<file path="src/rtl/fdiv_ratio_ctrl.sv">
// Run-time ratio sequencer for the 50%-duty clock divider: accepts a new ratio, waits for the
// divider low phase, then holds the divider in reset while n changes. Option: FDIV_RATIO_CTRL_CLAMP_EN.
module fdiv_ratio_ctrl #(
    parameter logic [7:0]  RST_N    = 8'd2,
    parameter int unsigned HOLD_CYC = 4,
    parameter int unsigned DRAIN_TO = 511
) (
    input  logic       i_clk_in,
    input  logic       i_rst,
    input  logic       i_req_valid,
    input  logic [7:0] i_req_n,
    output logic       o_req_ready,
    input  logic       i_div_clk,
    output logic [7:0] o_div_n,
    output logic       o_div_rst_n,
    output logic       o_busy,
    output logic       o_done,
    output logic       o_err,
    output logic       o_drain_to
);

    typedef enum logic [1:0] {StIdle, StDrain, StHold, StRelease} state_t;

    localparam logic [7:0] HOLD_LAST  = 8'(HOLD_CYC - 1);
    localparam logic [8:0] DRAIN_LAST = 9'(DRAIN_TO - 1);

    state_t     r_state;
    logic [7:0] r_hold_cnt;
    logic [8:0] r_to_cnt;
    logic [7:0] r_pend_n;
    logic [7:0] r_div_n;
    logic       r_div_rst_n;
    logic       r_req_ready;
    logic       r_busy;
    logic       r_done;
    logic       r_err;
    logic       r_drain_to;
    logic       r_boot;
    logic [1:0] r_sync;

    logic       w_fire;
    logic       w_req_low;
    logic [7:0] w_req_n;
    logic       w_div_clk_s;

`ifdef FDIV_RATIO_CTRL_CLAMP_EN
    assign w_req_low = 1'b0;
    assign w_req_n   = (i_req_n < 8'd2) ? 8'd2 : i_req_n;
`else
    assign w_req_low = (i_req_n < 8'd2);
    assign w_req_n   = i_req_n;
`endif

    assign w_fire      = i_req_valid & r_req_ready;
    assign w_div_clk_s = r_sync[1];

    always_ff @(posedge i_clk_in or posedge i_rst) begin
        if (i_rst) begin
            r_state     <= StHold;
            r_hold_cnt  <= 8'd0;
            r_to_cnt    <= 9'd0;
            r_pend_n    <= RST_N;
            r_div_n     <= RST_N;
            r_div_rst_n <= 1'b0;
            r_req_ready <= 1'b0;
            r_busy      <= 1'b1;
            r_done      <= 1'b0;
            r_err       <= 1'b0;
            r_drain_to  <= 1'b0;
            r_boot      <= 1'b1;
            r_sync      <= 2'b00;
        end else begin
            r_sync     <= {r_sync[0], i_div_clk};
            r_done     <= 1'b0;
            r_err      <= 1'b0;
            r_drain_to <= 1'b0;
            unique case (r_state)
                StIdle: begin
                    if (w_fire) begin
                        if (w_req_low) begin
                            r_err <= 1'b1;
                        end else if (w_req_n == r_div_n) begin
                            r_done <= 1'b1;
                        end else begin
                            r_pend_n    <= w_req_n;
                            r_to_cnt    <= 9'd0;
                            r_req_ready <= 1'b0;
                            r_busy      <= 1'b1;
                            r_state     <= StDrain;
                        end
                    end
                end
                StDrain: begin
                    // Low phase seen, or give up waiting and force the switch
                    if (!w_div_clk_s || (r_to_cnt == DRAIN_LAST)) begin
                        r_drain_to  <= w_div_clk_s;
                        r_div_rst_n <= 1'b0;
                        r_div_n     <= r_pend_n;
                        r_hold_cnt  <= 8'd0;
                        r_state     <= StHold;
                    end else begin
                        r_to_cnt <= r_to_cnt + 9'd1;
                    end
                end
                StHold: begin
                    if (r_hold_cnt == HOLD_LAST) begin
                        r_div_rst_n <= 1'b1;
                        r_done      <= ~r_boot;
                        r_boot      <= 1'b0;
                        r_state     <= StRelease;
                    end else begin
                        r_hold_cnt <= r_hold_cnt + 8'd1;
                    end
                end
                StRelease: begin
                    r_req_ready <= 1'b1;
                    r_busy      <= 1'b0;
                    r_state     <= StIdle;
                end
                default: r_state <= StIdle;
            endcase
        end
    end

    assign o_req_ready = r_req_ready;
    assign o_div_n     = r_div_n;
    assign o_div_rst_n = r_div_rst_n;
    assign o_busy      = r_busy;
    assign o_done      = r_done;
    assign o_err       = r_err;
    assign o_drain_to  = r_drain_to;

endmodule

</file>
<file path="config.mk">
export PLATFORM = sky130hd
export DESIGN_NAME = fdiv_ratio_ctrl
export DESIGN_NICKNAME = d
export VERILOG_FILES = /design/src/rtl/fdiv_ratio_ctrl.sv
export SDC_FILE = /design/constraint.sdc
export NUM_CORES = 1
export LEC_CHECK = 0
export ABC_CLOCK_PERIOD_IN_PS = 3280
export BUFFER_PORTS_ARGS = -buffer_cell sky130_fd_sc_hd__buf_4
export CAP_MARGIN = 20
export CORE_AREA = 10 10 63 117
export DETAILED_ROUTE_END_ITERATION = 16
export DIE_AREA = 0 0 73 127
export PLACE_DENSITY = 0.75
export SLEW_MARGIN = 20
export SYNTH_ARGS = -nofsm -noshare
export SYNTH_HDL_FRONTEND = slang
export SYNTH_SLANG_ARGS = --single-unit
</file>
<file path="constraint.sdc">
create_clock -name i_clk_in -period 3.28 [get_ports i_clk_in]
set_input_delay 0.656 -clock i_clk_in [delete_from_list [all_inputs] [get_ports i_clk_in]]
set_output_delay 0.656 -clock i_clk_in [all_outputs]
set_load 0.005 [all_outputs]
</file>
==> impl_results.md <==
- Post-Place Setup Slack: approximately 0.96 ns
- First-pass GRT wire length: approximately 9000 um
- Slowest cell on the critical path: ha_1
- Min-Delay Endpoint: r_sync[1]
- Reg2Reg Setup Slack: 0.93 ns
- CP Data Required Time: 3.45 ns
- Nets: 269
- Pins Over Slew Limit: 0
- Synth warnings: 0
- Final worst slack: slightly above 0.9 ns
- Total core area: between 0.005 and 0.006 mm2
- Reg2Reg Capture Point: r_hold_cnt[0]
- Cell Area, Placed: around 0.0026 mm2
- Setup crit end kind: flop
- Worst path arrival time: 2.52 ns
- FP Rows: 39
- CTS buffer count: 5
- Final GP Congestion: 0.885
- Initial drt markers: ~220
- Die height: around 130 um
- Met1 Resource Use GR: 0.148
- Pwr Density: around 860 mW/mm2
- Vias in the first global route: around 2,000
- Relative slew slack: 0.582
- Netlist Area Pre-Place: 0.00243 mm2
- Commonest cells after routing, fill and taps aside: dfrtp_1 (39), buf_4 (26), nor2_1 (18)
- Placed cells: around 300
- Share of cells above drive strength 1: 0.263
- Hold depth: 0
- Mapped Nets: roughly 250
- Area delta synth->final: 15.6%
- N_diodes: 0
- Maximum clock path buffer count: 2
- R2r worst-path depth: 7
- Hold_sp: r_sync[0]
- Clk sinks: 44
- Layout Cells excl Fill: between 300 and 400
- Worst hold slack: between 0.3 and 0.4 ns
- Syn Inst Count: 226
- Max-cap violation count: 0
- Gr busiest metal: met2
- Setup TNS: 0 ns
- Most common cell after layout, fill and taps aside: dfrtp_1
- DR WL/cell: between 15 and 20 um
- Most used DFF post-synth: dfrtp_1
- Final hold vios: 0
- Area of the multi-input gates: between 0.001 and 0.0015 mm2
- Hold crit path type: reg2reg
- CTS tree: done
- Initial antenna violation count: 0
- CTS-repair resized insts: 0
- Post-synth EDFFs: 0
- Final setup viols: 0
- Worst VDD drop: 0.685 mV
- Clk_lat worst skew: 0.29 ns
- Period utilisation layout: 0.717
- Wirelength, routed: roughly 5500 um
- Setup CP Type: reg2reg
- Register area: around 0.0011 mm2
- Fraction of registers with async set/reset: 1.00
- Crit path max fanout: 17
- Initial Utilization: 0.437
- Mean Syn Cell Area: around 11 um2
- Worst Max-Slew Pin Slew: ~0.63 ns
- Nature of the critical path startpoint: flop
- Clock root buffer: clkbuf_16
- Final Util: 0.506
- Post-synthesis sequential area ratio: 0.455
- # hold bufs at CTS: 0
- Post-synthesis cell type count: 54
- Vias: 1,875
- Largest net degree at the start of global routing: 45
- Die area: between 0.009 and 0.01 mm2
- Synthesized flop and latch total: 44
- Filler cells: 494
- Max Clock Freq: between 400 and 500 MHz
- PortBufs: 25
- DRC Markers: 0
- CP peak stage delay: about 0.56 ns
- R2r startpoint: r_state[1]
- Setup Skew: slightly below 0.008 ns
- H-tree depth: 2
- Outcome: complete, no violations
- Ports: 26
- Remaining Overflow, GRT: 0
- Pwr Total: about 2.4 mW
- Met2 Usage GRT: 0.194
- Detailed placement HPWL: around 4000 um
- Met3 Use GR: 0.0310
- Setup bufs post-CTS: 0
- Routed Antenna Nets: 0
- Sequence of cells on the critical path: inv_1 > ha_1 > inv_2 > a211oi_4 > nor2_2 > mux2_2 > a22o_1
- Final instance area: between 0.002 and 0.003 mm2
- Die Wd: roughly 73 um
- Drt via density: roughly 6.0
- RSZ-0062 raised after global routing: false
- Clock transition at path regs: around 0.060 ns
- Static leakage power: roughly 1.3 nW
- Drt pass-1 iters: 4
- Tot GR Track Use: 0.120
- Minimum clock period: roughly 2.4 ns
[synthesized netlist by cell type (4+ instances only)]
library cell / n / share of area
mux2_2: 10 / 0.046
a21oi_1: 5 / 0.010
clkbuf_1: 4 / 0.0062
nand3_1: 7 / 0.014
a21o_1: 4 / 0.012
nand2_1: 17 / 0.026
nor3_1: 7 / 0.014
dfstp_2: 5 / 0.054
inv_1: 8 / 0.012
o21ai_0: 7 / 0.014
nand4_1: 5 / 0.013
mux2i_1: 4 / 0.016
a22o_1: 7 / 0.025
nor2_1: 18 / 0.028
dfrtp_1: 39 / 0.40
ha_1: 7 / 0.036
mux2_4: 8 / 0.049
xnor2_1: 10 / 0.036
[worst max-delay path, delay by kind of cell (launching register included)]
family / cells / cell delay, ns
AO/OA/AOI/OAI: 2 / 0.63
adder cells (fa/ha/maj): 1 / 0.56
flip-flops: 1 / 0.38
buffers and inverters: 2 / 0.29
multiplexers: 1 / 0.27
AND/OR/NAND/NOR: 1 / 0.09
[worst max path at each step]
stage,from,to,slack [ns],cells past startpoint
global placement,r_state[1],r_hold_cnt[0],1.03,7
global route,r_state[1],r_hold_cnt[0],0.76,7
floorplan,i_req_n[5],r_pend_n[0],1.38,6
CTS,r_state[1],r_hold_cnt[0],0.92,7
detailed placement,r_state[1],r_hold_cnt[0],0.96,7
finish,r_state[1],r_hold_cnt[0],0.93,7
[final cells by class]
class | count | area share
inverter | 9 | 0.0120
clock buffer | 6 | 0.0458
multi-input combinational | 164 | 0.440
timing repair buffer | 26 | 0.0694
sequential | 44 | 0.394
tap | 61 | 0.0271
clock inverter | 2 | 0.0125
[logic make-up after synthesis]
logic type               after synthesis  share of synthesized area
multiplexers                          22                      0.112
AO/OA/AOI/OAI                         52                      0.170
adder cells (fa/ha/maj)                7                     0.0360
AND/OR/NAND/NOR                       71                      0.147
flip-flops                            44                      0.455
XOR/XNOR                              12                     0.0432
buffers and inverters                 18                     0.0365
[state kept, by name, indices dropped and copies added (netlist names), 2 cells and up]
register / cells
r_hold_cnt: 8
r_pend_n: 8
r_to_cnt: 9
r_state: 2
o_div_n: 8
r_sync: 2
[power by group]
part / internal, mW / switching, mW / total (mW)
Sequential: 0.740 / 0.184 / 0.924
Combinational: 0.479 / 0.464 / 0.943
Clock: 0.358 / 0.201 / 0.559
[per-layer routing]
metal	part of all wire	routed length (um)
met1	0.42	2270
met2	0.52	2830
met3	0.045	245
met4	0.022	118
met5	0	0
Power figures use the tool's default switching activity.
